--- config.mk ---
export PLATFORM = sky130hd
export DESIGN_NAME = cc_gearbox256
export DESIGN_NICKNAME = d
export VERILOG_FILES = /design/src/rtl/pcie_gearbox_pkg.sv /design/src/rtl/axis_out_reg256.sv /design/src/rtl/cc_gearbox256.sv
export SDC_FILE = /design/constraint.sdc
export NUM_CORES = 1
export LEC_CHECK = 0
export BUFFER_PORTS_ARGS = -buffer_cell sky130_fd_sc_hd__buf_2
export CORE_AREA = 3 3 258 260
export DETAILED_ROUTE_END_ITERATION = 10
export DIE_AREA = 0 0 261 263
export GPL_TIMING_DRIVEN = 1
export SLEW_MARGIN = 15
export SYNTH_ARGS = -nofsm -noshare
export SYNTH_HDL_FRONTEND = slang
export SYNTH_SLANG_ARGS = --single-unit
--- constraint.sdc ---
create_clock -name clk -period 4.8 [get_ports clk]
set_clock_uncertainty 0.05 [all_clocks]
set_input_delay 0.96 -clock clk [delete_from_list [all_inputs] [get_ports clk]]
set_output_delay 0.96 -clock clk [all_outputs]
set_load 0.03 [all_outputs]
--- src/rtl/pcie_gearbox_pkg.sv ---
// Shared definitions for the PCIe RC/CC gearboxes: beat geometry, descriptor
// field offsets, state encoding and keep helpers.
package pcie_gearbox_pkg;

    localparam int DW_BITS  = 32;
    localparam int DESC_DW  = 3;
    localparam int BEAT_DW  = 8;

    localparam int DESC_BYTE_COUNT_LSB = 16;
    localparam int DESC_BYTE_COUNT_MSB = 28;

    typedef enum logic [1:0] {
        GB_IDLE  = 2'd0,
        GB_BODY  = 2'd1,
        GB_FLUSH = 2'd2
    } gb_state_e;

    // Low-aligned DW keep mask for a DW count of 0..8.
    function automatic logic [7:0] dw_count_to_keep(input logic [3:0] count);
        logic [7:0] keep;
        for (int i = 0; i < BEAT_DW; i++) begin
            keep[i] = (4'(i) < count);
        end
        return keep;
    endfunction

    function automatic logic [3:0] keep_popcount(input logic [7:0] keep);
        logic [3:0] cnt;
        cnt = 4'd0;
        for (int i = 0; i < BEAT_DW; i++) begin
            cnt = cnt + {3'd0, keep[i]};
        end
        return cnt;
    endfunction

endpackage

--- src/rtl/axis_out_reg256.sv ---
// Single-stage AXI-Stream output register; loads whenever the downstream slot
// is empty or being drained, and holds everything stable while stalled.
module axis_out_reg256 (
    input  logic         clk,
    input  logic         rst_n,
    input  logic         beat_valid_i,
    input  logic [255:0] beat_data_i,
    input  logic [7:0]   beat_keep_i,
    input  logic         beat_last_i,
    output logic         adv_o,
    input  logic         m_tready_i,
    output logic         m_tvalid_o,
    output logic [255:0] m_tdata_o,
    output logic [7:0]   m_tkeep_o,
    output logic         m_tlast_o
);

    logic         tvalid_q;
    logic [255:0] tdata_q;
    logic [7:0]   tkeep_q;
    logic         tlast_q;

    assign adv_o = !tvalid_q || m_tready_i;

    always_ff @(posedge clk or negedge rst_n) begin
        if (!rst_n) begin
            tvalid_q <= 1'b0;
            tdata_q  <= '0;
            tkeep_q  <= '0;
            tlast_q  <= 1'b0;
        end else if (adv_o) begin
            tvalid_q <= beat_valid_i;
            if (beat_valid_i) begin
                tdata_q <= beat_data_i;
                tkeep_q <= beat_keep_i;
                tlast_q <= beat_last_i;
            end
        end
    end

    assign m_tvalid_o = tvalid_q;
    assign m_tdata_o  = tdata_q;
    assign m_tkeep_o  = tkeep_q;
    assign m_tlast_o  = tlast_q;

endmodule

--- src/rtl/cc_gearbox256.sv ---
// CC transmit gearbox: prepends the 3-DW descriptor to the payload stream,
// shifting payload up by 3 DW with carry between beats and a flush beat.
module cc_gearbox256
    import pcie_gearbox_pkg::*;
#(
    parameter int DATA_WIDTH = 256,
    parameter int DESC_WIDTH = 96
) (
    input  logic                  clk,
    input  logic                  rst_n,
    input  logic                  cc_valid,
    output logic                  cc_ready,
    input  logic [DESC_WIDTH-1:0] cc_descriptor,
    input  logic [DATA_WIDTH-1:0] cc_payload,
    input  logic [7:0]            cc_payload_dw_keep,
    input  logic                  cc_payload_last,
    output logic [DATA_WIDTH-1:0] s_axis_cc_tdata,
    output logic                  s_axis_cc_tvalid,
    input  logic                  s_axis_cc_tready,
    output logic [7:0]            s_axis_cc_tkeep,
    output logic                  s_axis_cc_tlast,
    output logic [32:0]           s_axis_cc_tuser
);

    localparam int CARRY_W = DESC_DW * DW_BITS;
    localparam int SPLIT_W = (BEAT_DW - DESC_DW) * DW_BITS;

    gb_state_e            state_q, state_d;
    logic [CARRY_W-1:0]   carry_q, carry_d;
    logic [1:0]           carry_dw_q, carry_dw_d;

    logic                  adv;
    logic                  accept;
    logic [3:0]            pay_dw;
    logic [3:0]            tail_dw;
    logic [3:0]            out_dw;
    logic                  beat_valid;
    logic                  beat_last;
    logic [7:0]            beat_keep;
    logic [DATA_WIDTH-1:0] beat_raw;
    logic [DATA_WIDTH-1:0] beat_data;

    assign pay_dw  = keep_popcount(cc_payload_dw_keep);
    // DWs of this beat that spill past the 5 DW slots left after the 3-DW head.
    assign tail_dw = (pay_dw > 4'd5) ? (pay_dw - 4'd5) : 4'd0;
    assign out_dw  = (pay_dw > 4'd5) ? 4'd8 : (pay_dw + 4'd3);

    assign cc_ready = adv && (state_q != GB_FLUSH);
    assign accept   = cc_valid && cc_ready;

    always_comb begin
        state_d    = state_q;
        carry_d    = carry_q;
        carry_dw_d = carry_dw_q;
        beat_valid = 1'b0;
        beat_last  = 1'b0;
        beat_keep  = 8'h00;
        beat_raw   = '0;

        if (state_q == GB_FLUSH) begin
            beat_raw  = {{SPLIT_W{1'b0}}, carry_q};
            beat_keep = dw_count_to_keep({2'b00, carry_dw_q});
            beat_last = 1'b1;
            if (adv) begin
                beat_valid = 1'b1;
                state_d    = GB_IDLE;
            end
        end else if (accept) begin
            beat_valid = 1'b1;
            beat_raw   = {cc_payload[SPLIT_W-1:0],
                          (state_q == GB_IDLE) ? cc_descriptor : carry_q};
            beat_keep  = dw_count_to_keep(out_dw);
            carry_d    = cc_payload[DATA_WIDTH-1:SPLIT_W];
            carry_dw_d = tail_dw[1:0];
            if (!cc_payload_last) begin
                state_d = GB_BODY;
            end else if (tail_dw == 4'd0) begin
                beat_last = 1'b1;
                state_d   = GB_IDLE;
            end else begin
                state_d = GB_FLUSH;
            end
        end
    end

    // Zero every DW outside the keep so stale user or carry bits never leak out.
    generate
        for (genvar gi = 0; gi < BEAT_DW; gi++) begin : g_dw_mask
            assign beat_data[gi*DW_BITS +: DW_BITS] =
                beat_raw[gi*DW_BITS +: DW_BITS] & {DW_BITS{beat_keep[gi]}};
        end
    endgenerate

    always_ff @(posedge clk or negedge rst_n) begin
        if (!rst_n) begin
            state_q    <= GB_IDLE;
            carry_q    <= '0;
            carry_dw_q <= 2'd0;
        end else begin
            state_q    <= state_d;
            carry_q    <= carry_d;
            carry_dw_q <= carry_dw_d;
        end
    end

    axis_out_reg256 u_out_reg (
        .clk          (clk),
        .rst_n        (rst_n),
        .beat_valid_i (beat_valid),
        .beat_data_i  (beat_data),
        .beat_keep_i  (beat_keep),
        .beat_last_i  (beat_last),
        .adv_o        (adv),
        .m_tready_i   (s_axis_cc_tready),
        .m_tvalid_o   (s_axis_cc_tvalid),
        .m_tdata_o    (s_axis_cc_tdata),
        .m_tkeep_o    (s_axis_cc_tkeep),
        .m_tlast_o    (s_axis_cc_tlast)
    );

    assign s_axis_cc_tuser = '0;

endmodule

==> run_results.csv <==
group,metric,value,unit
synth,synthMuxAreaShare,0.09672,%
synth,syn_area,0.01552,sq mm
sta,slew_headroom,24.73,%
layout,synthToLayoutAreaGrowth,35.51,%
synth,synthAdderAreaFrac,0.9188,%
cts,cts.clk_slew.worst_paths,60,ps
sta,fmax,220.3,MHz
floorplan,rows,93,
power,peakVddDrop,393.4,uV
floorplan,initial_utilization,24.12,%
grt,track_usage,16.41,%
synth,netlist_top_cells_area,"dfrtp_1 59%, a22o_1 9.2%, nand2_1 7.8%",
place,place_area,0.01964,sq mm
setup_path,worstPathMaxFanout,33,
synth,synth_commonest_cells,"366 x dfrtp_1, 324 x nand2_1, 163 x a22o_1, 163 x o22ai_1, 152 x nor2_1",
layout,fillers,6640,
sta,tightest_slew,1126,ps
setup_path,regToRegEndpoint,"u_out_reg.m_tdata_o[89]",
place,hpwl,41.92,mm
grt,grt-ovfl-total,0,
synth,avgSynthCellArea,10.27,sq um
setup_path,cp-end-kind,"register",
synth,synth_cell_types,45,
sta,period_minus_slack,4540,ps
cts,postCtsSetupRepairBufs,0,
sta,period_share,94.59,%
floorplan,core,0.06435,sq mm
floorplan,fp.dieH,263,um
layout,utilization,32.69,%
synth,synth_seq_area_share,59.00,%
power,total_power,15.23,mW
setup_path,r2r-start,"state_q[1]",
min_path,hold_path.startpoint,"u_out_reg.m_tkeep_o[4]",
detailed_routing,drt-pass1-iter-count,5,
detailed_routing,vias,14280,
detailed_routing,ant_nets,0,
sta,holdWs,421.2,ps
grt,grt_pass1_vias,14660,
detailed_routing,first_iter_violations,1051,
synth,yosysWarnings,0,
cts,cts_resized,0,
grt,grt_pass1_wl,88.29,mm
min_path,min_path_cells,1,
floorplan,boundaryPins,665,
detailed_routing,wire_per_inst,19.69,um
synth,async_reset_ff_share,100.0,%
synth,synth_top_flop_cell,"dfrtp_1",
place,routabilityCongestion,0.8619,
cts,h-tree-depth,2,
detailed_routing,via_per_inst,4.765,
layout,fin_area,0.02104,sq mm
setup_path,r2r_slack,1640,ps
cts,clockBufferDepth,3,
setup_path,cp-start-kind,"input pin",
sta,report.final.hold_viol_count,0,
cts,cts_hold_buf,0,
synth,synth_simple_gate_area_share,12.91,%
cts,clock_sinks,366,
grt,grt_start_max_net_pins,146,
sta,setup_violations,0,
detailed_routing,routed_wl,59.00,mm
grt,antenna_found_initial,19,
floorplan,dieArea,0.06864,sq mm
layout,finalNetCount,2477,
synth,synth_compound_area_share,21.30,%
min_path,hold_class,"register to register",
synth,synth_top_area_share,59.00,%
power,power_density,723.8,mW/mm^2
setup_path,critPathKind,"input pin to register",
floorplan,dieWidth,261,um
setup_path,rr_worst_depth,5,
detailed_routing,drc_errors,0,
outcome,status,"complete, no violations",
sta,rsz0062_at_grt,"false",
cts,worstSkewPairLatency,560,ps
synth,netlist_instances,1511,
layout,drive_gt1_share,36.67,%
sta,slew_violations,0,
synth,yosys_register_bits,366,
synth,synth_edf_count,0,
cts,ctsRootBufferMaster,"clkbuf_16",
synth,post-synth-top-count-cell,"dfrtp_1",
setup_path,cp_data_required_time,5180,ps
run,cap_violations,0,
min_path,min_to,"u_out_reg.m_tkeep_o[4]",
power,leakagePower,10.88,nW
place,numPortBuffers,631,
setup_path,cp.arrival,4920,ps
synth,synth_top_family_by_area,"compound AO/OA/AOI/OAI gates",
cts,cts_buffers,43,
cts,cts_tree,"built",
synth,synth_xor_area_share,0.1612,%
setup_path,critPathLaunch,"cc_payload_dw_keep[0]",
synth,synth_top_cell_by_area,"dfrtp_1",
## layer usage
| layer | vias up | share of wire, % | track usage [%] |
|---|---|---|---|
| met4 | 24 | 3.5 | 5.844 |
| li1 | 6463 | - | - |
| met2 | 635 | 48 | 27.62 |
| met5 | - | 0.28 | 0 |
| met3 | 127 | 8.3 | 4.743 |
| met1 | 7026 | 40 | 19.96 |
## registers in the layout, indices dropped and copies added, names as in the netlist
name and count:
u_out_reg.m_tlast_o 1, carry_q 96, carry_dw_q 2, u_out_reg.m_tvalid_o 1, state_q 2, u_out_reg.m_tkeep_o 8, u_out_reg.m_tdata_o 256
## power by group
group          internal [mW]  switching (mW)  total (mW)
logic                   2.22            4.56        6.78
clock network           1.90            1.33        3.23
registers               4.36           0.859        5.22
## layout make-up
class                   instances  area, sq um  area share [%]
multi-input cells            1002         5698           27.09
inverters                      16        61.31          0.2914
well taps                     855         1070           5.085
flip-flops and latches        366         9159           43.54
clock inverters                15        142.6          0.6780
repair buffers                674         3654           17.37
clock buffers                  62         1237           5.882
diodes                          6        15.01         0.07137
## cells in the final DEF (no fill, tap or decap), drive strengths merged, types with 3 or more instances in the layout
| cell | instances |
|---|---|
| inv | 19 |
| dfrtp | 366 |
| fa | 4 |
| o21ai | 3 |
| o22ai | 163 |
| clkinv | 9 |
| clkbuf | 62 |
| conb | 33 |
| a22o | 163 |
| o221ai | 32 |
| ha | 5 |
| buf | 674 |
| nand2b | 3 |
| nor2 | 174 |
| nand2 | 324 |
| a21oi | 71 |
| a21o | 6 |
| diode | 6 |
## per-stage QoR
stage / setup slack, ps / TNS (ps) / cells
6_report: 259.8 / 0 / 2996
3_3_place_gp: -345.2 / -39780 / 2913
5_1_grt: 108.1 / 0 / 2994
4_1_cts: 254.0 / 0 / 2990
3_5_place_dp: -368.0 / -43550 / 2913
2_1_floorplan: 21.74 / 0 / 1543
## kinds of logic (layout without fill, tap and decap cells)
family / count (synthesis) / after routing
AND/OR/NAND/NOR: 509 / 509
AO/OA/AOI/OAI: 448 / 448
flip-flops: 366 / 366
buffers and inverters: 175 / 767
adder cells (fa/ha/maj): 9 / 9
XOR/XNOR: 2 / 2
other: 1 / 39
multiplexers: 1 / 1
## critical path, stage by stage
cell	delay [ps]
buf_2	80
inv_1	50
fa_1	550
fa_1	430
fa_1	440
inv_1	80
ha_1	160
inv_1	60
fa_1	530
ha_1	230
nor4bb_1	320
mux2_4	260
a31oi_4	100
a311oi_4	270
buf_12	250
nor2_1	90
## worst max-delay path by stage
| stage | to | depth (start not counted) | slack, ps |
|---|---|---|---|
| finish | u_out_reg.m_tkeep_o[2] | 16 | 260 |
| global route | u_out_reg.m_tdata_o[91] | 16 | 110 |
| CTS | u_out_reg.m_tkeep_o[2] | 16 | 250 |
| detailed placement | u_out_reg.m_tkeep_o[2] | 16 | -370 |
| global placement | u_out_reg.m_tdata_o[64] | 16 | -350 |
| floorplan | u_out_reg.m_tdata_o[66] | 15 | 20 |
Power figures use the tool's default switching activity.
